===== src/rtl/instruction_fetch_unit.sv =====
// rtl/instruction_fetch_unit.sv - PC/IR owner: one memory read per control-fetch visit, with stall, redirect and timeout fault
module instruction_fetch_unit #(
   parameter int                ADDR_W      = 32,
   parameter int                INSTR_W     = 32,
   parameter int                PC_STEP     = 4,
   parameter logic [3:0]        FETCH_STATE = 4'd0,
   parameter logic [ADDR_W-1:0] RESET_PC    = '0,
   parameter int                TIMEOUT     = 15
) (
   input  logic               clk,
   input  logic               reset,
   input  logic [3:0]         state,
   input  logic               pc_write,
   input  logic [ADDR_W-1:0]  pc_next,
   input  logic [INSTR_W-1:0] mem_rdata,
   input  logic               mem_ready,
   output logic               mem_req,
   output logic [ADDR_W-1:0]  mem_addr,
   output logic [INSTR_W-1:0] ir,
   output logic [5:0]         opcode,
   output logic [ADDR_W-1:0]  pc,
   output logic               stall,
   output logic               fetch_fault
);

   localparam logic [1:0] S_IDLE = 2'd0;
   localparam logic [1:0] S_REQ  = 2'd1;
   localparam logic [1:0] S_DONE = 2'd2;

   localparam logic [ADDR_W-1:0] STEP = ADDR_W'(PC_STEP);
   localparam logic [7:0]        TMO  = 8'(TIMEOUT);

   logic [1:0] fsm;
   logic [7:0] wait_cnt;
   logic       fault_q;
   logic       in_fetch;
   logic       done_edge;
   logic       tmo_edge;

   assign in_fetch  = (state == FETCH_STATE);
   // Completion and timeout are only meaningful while a request is outstanding.
   assign done_edge = (fsm == S_REQ) && mem_ready;
   assign tmo_edge  = (fsm == S_REQ) && !mem_ready && ((wait_cnt + 8'd1) == TMO);

   // Fetch sequencer: issue one request per fetch visit, wait for ready or give up.
   always_ff @(posedge clk or posedge reset) begin
      if (reset) begin
         fsm      <= S_IDLE;
         wait_cnt <= 8'd0;
         mem_addr <= '0;
         fault_q  <= 1'b0;
      end else begin
         case (fsm)
            S_IDLE: begin
               if (in_fetch && !fault_q) begin
                  fsm      <= S_REQ;
                  mem_addr <= pc;
                  wait_cnt <= 8'd0;
               end
            end
            S_REQ: begin
               if (mem_ready) begin
                  fsm <= S_DONE;
               end else if (tmo_edge) begin
                  fsm     <= S_IDLE;
                  fault_q <= 1'b1;
               end else begin
                  wait_cnt <= wait_cnt + 8'd1;
               end
            end
            S_DONE: begin
               // Holding here while the core sits in fetch prevents a second read.
               if (!in_fetch) fsm <= S_IDLE;
            end
            default: fsm <= S_IDLE;
         endcase
      end
   end

   // Instruction register captures read data only on the completion edge.
   always_ff @(posedge clk or posedge reset) begin
      if (reset) begin
         ir <= '0;
      end else if (done_edge) begin
         ir <= mem_rdata;
      end
   end

   // Program counter: a redirect always beats the sequential increment.
   always_ff @(posedge clk or posedge reset) begin
      if (reset) begin
         pc <= RESET_PC;
      end else if (pc_write) begin
         pc <= pc_next;
      end else if (done_edge) begin
         pc <= pc + STEP;
      end
   end

   assign mem_req     = (fsm == S_REQ);
   assign stall       = (fsm == S_REQ);
   assign fetch_fault = fault_q;
   assign opcode      = ir[INSTR_W-1 -: 6];

endmodule

===== config.mk =====
export PLATFORM = sky130hd
export DESIGN_NAME = instruction_fetch_unit
export DESIGN_NICKNAME = d
export VERILOG_FILES = /design/src/rtl/instruction_fetch_unit.sv
export SDC_FILE = /design/constraint.sdc
export NUM_CORES = 1
export LEC_CHECK = 0
export ABC_AREA = 1
export CAP_MARGIN = 40
export CORE_ASPECT_RATIO = 0.6
export CORE_MARGIN = 5
export CORE_UTILIZATION = 46
export CTS_BUF_LIST = sky130_fd_sc_hd__clkbuf_16
export CTS_CLUSTER_SIZE = 40
export DETAILED_ROUTE_END_ITERATION = 8
export GPL_TIMING_DRIVEN = 1
export PLACE_DENSITY = 0.92
export REMOVE_ABC_BUFFERS = 1
export SYNTH_ARGS = -nofsm -noshare
export SYNTH_HDL_FRONTEND = slang
export SYNTH_SLANG_ARGS = --single-unit

===== constraint.sdc =====
create_clock -name clk -period 4.85 [get_ports clk]
set_input_delay 0.97 -clock clk [delete_from_list [all_inputs] [get_ports clk]]
set_output_delay 0.97 -clock clk [all_outputs]
set_load 0.02 [all_outputs]

==> summary.txt <==
Worst hold path
  • Hold Path Class: flop to flop
  • Endpoint, Worst Hold: mem_addr[22]
  • Hold path cells: 2
  • HP Start: mem_addr[22]

Power and ir drop
  • Total Power: 3.064 mW
  • Gate power share: 0.337
  • Clock power share: 0.269
  • Leakage: between 3 and 4 nW
  • Sw power: 982.7 uW
  • Power Density: 403.5 mW/mm^2
  • VDD IR max: 0.2836 mV
  • Flop pwr share: 0.394
  • Cell-internal power: ~2.1 mW
  • Sw frac: 0.3207

CTS
  • Skew-Pair Late Insertion Delay: 0.35 ns
  • CTS HTree Levels: 3
  • Max clock buf depth: 2
  • # clock sinks: 107
  • Clock root buffer: clkbuf_16
  • CTS resizes: 0
  • # Post-CTS Setup Buffers: 0
  • CTS tree: done
  • CTS clk-pin slew, worst paths: 0.07 ns
  • Hold buffer count at cts: 0
  • Total CTS buffers: 9

Layout
  • Layout cells sized above 1: 0.09415
  • Final Util: 0.6700
  • Area growth syn-to-layout: 42.09%
  • N_diodes: 0
  • Nets: 857
  • FILL cells: 869
  • Post-Layout Cell Count: 946
  • Post-route cell area: 0.007595 mm^2

Timing
  • Final Cycle Share: 0.5774
  • Setup-failing EPs final: 0
  • Period minus WS final: roughly 2.8 ns
  • Final Max Tran Viols: 0
  • Clk_skew: ~0.0096 ns
  • Worst slew pin tran: 0.8455 ns
  • Fmax: between 300 and 400 MHz
  • Worst setup slack after layout: 2.050 ns
  • TNS Setup: 0 ns
  • Slew HR: 0.4343
  • RSZ-0062 raised after global routing: no
  • Hold WS: 0.4867 ns
  • Final Hold Fails: 0

Floorplan
  • Core area: 0.01134 mm^2
  • DIE WIDTH: ~150 um
  • Die ar.: 0.01395 mm^2
  • Starting density of the core: 0.4715
  • Num rows: 30
  • I/O pin count: 177
  • DIE HEIGHT: 93.50 um

Setup path
  • R2R depth: 7
  • Element type at the critical path end: flop
  • Worst r2r src: fsm[1]
  • Critical path type: input port to flop
  • Req. time, crit path: about 5.1 ns
  • RR Endpoint: pc[9]
  • Reg2Reg Setup Slack: between 2 and 3 ns
  • Critical path startpoint category: input port
  • Worst Path Arrival: 3.03 ns
  • Worst-path maximum fanout: 36

Placed design
  • GPL Wtd Cong: 0.9069
  • Placed Area: 0.007263 mm^2
  • # port buffers: 176
  • HPWL Detailed: ~12,000 um
  • Placed insts: 931
  • Post-place setup slack: roughly 1.7 ns

Route
  • Via Count: 4,791
  • Wire per inst: 16.46 um
  • Post-route antenna net violation count: 0
  • Vias per std cell: 5.064
  • DRC marker count from the first detailed-route iteration: 295
  • Total wire length: 15,570 um
  • Post-route DRC: 0
  • DR pass1 iterations: 5

GRT
  • Largest net degree at the start of global routing: 62
  • GRT Resource Usage Total: 0.2262
  • Aggregate global routing overflow: 0
  • Vias in the first global route: 4,794
  • Initial antenna violation count: 0
  • First-pass GRT wire length: 24,850 um

Logic synthesis
  • Synth Warn #: 0
  • Syn Inst Count: 614
  • Post-synthesis sequential area ratio: 0.5009
  • Cell taking the most area after synthesis: dfrtp_1
  • Yosys top cell area share: 0.5009
  • Largest cells by area after synthesis: dfrtp_1 (50%), nand2_1 (13%), o21ai_0 (4.0%), inv_1 (3.8%), mux2_1 (3.6%)
  • Netlist cell types: 35
  • Post-synthesis area per instance: 8.705 um^2
  • Number of register bits inferred by synthesis: 107
  • Mapped cell area: roughly 0.0053 mm^2

Run status
  • Status: finished, final reports clean

Run
  • Max cap viols: 0
## cells in the final DEF, fill, tap and decap left out, drive strengths merged
| cell type | instances |
|---|---|
| dfrtp | 107 |
| mux2 | 34 |
| xnor2 | 1 |
| o21bai | 3 |
| clkinv | 1 |
| o21ai | 46 |
| nand3b | 1 |
| nor2 | 55 |
| bufinv | 3 |
| inv | 61 |
| buf | 6 |
| nor3 | 8 |
| a31o | 1 |
| nand3 | 38 |
| ha | 3 |
| clkinvlp | 1 |
| o221ai | 4 |
| xor2 | 13 |
| o211ai | 7 |
| a21oi | 7 |
| nand2 | 194 |
| clkbuf | 9 |
| nand4 | 7 |
| clkdlybuf4s50 | 176 |
## power by group through the flow
stage                     sequential [mW]  combinational (mW)  clock [mW]
after floorplan                      1.45               0.226           0
after global placement               1.21                1.02           0
after detailed placement             1.22                1.04           0
after CTS                            1.21                1.05       0.834
after global routing                 1.23                1.10       0.872
final                                1.21                1.03       0.823
## critical path, stage by stage
cell	delay (ns)
clkdlybuf4s50_1	0.59
nand2_2	0.52
nand2_1	0.20
buf_4	0.26
inv_1	0.24
nand2_1	0.13
o211ai_1	0.09
## how the worst max path moves through the flow
stage | slack (ns) | endpoint | from | cells after the start
global route | 1.84 | pc[12] | mem_ready | 7
finish | 2.05 | pc[9] | mem_ready | 7
CTS | 2.04 | pc[9] | mem_ready | 7
global placement | 1.76 | mem_addr[11] | state[3] | 4
floorplan | 1.06 | fetch_fault | reset | 1
detailed placement | 1.68 | pc[9] | mem_ready | 7
## state kept, by name, summed over array words and instances, names as in the netlist
register	flops
ir	32
mem_addr	32
fetch_fault	1
pc	32
fsm	2
wait_cnt	8
## routing by layer
layer,part of all wire,vias to the layer above,GRT usage
li1,-,2303,-
met1,0.45,2257,0.3162
met2,0.44,208,0.3415
met3,0.096,23,0.07409
met4,0.017,0,0.05560
met5,0,-,0
## cells by family after synthesis
family | count (synthesis) | synth area share
AND/OR/NAND/NOR | 303 | 0.2580
flip-flops | 107 | 0.5009
buffers and inverters | 85 | 0.06695
AO/OA/AOI/OAI | 68 | 0.07257
multiplexers | 34 | 0.07163
XOR/XNOR | 14 | 0.02294
adder cells (fa/ha/maj) | 3 | 0.007023
## synth_stat cells
cell type  instances
o21bai_1           3
mux2_2            17
inv_2              6
o211ai_1           7
nand3_2            4
nand4_1            6
nand4_2            1
a21oi_1            7
nand3b_1           1
nand2_4            1
xnor2_1            1
o21ai_0           43
clkbuf_1          10
nor3_2             1
o221ai_1           4
nand2_1          186
nand2_2            5
dfrtp_1          107
o21ai_2            1
nor2_1            43
nor3_1             6
nand3_4            1
nor2_2             7
inv_1             54
mux2_1            17
xor2_1            13
nand3_1           33
buf_2              7
buf_4              8
ha_1               3
nor3_4             1
nand2_8            2
nor2_4             5
a31o_2             1
o21ai_1            2
## area by class of cell
type                            instances  area, um^2  area share
Sequential cell                       107        2678      0.3526
Multi-Input combinational cell        422        2318      0.3053
Timing Repair Buffer                  182        1839      0.2422
Inverter                               60       227.7     0.02998
Clock buffer                            9       225.2     0.02965
Tap cell                              160       200.2     0.02636
Clock inverter                          6       106.4     0.01400
(Power assumes the default switching activity.)
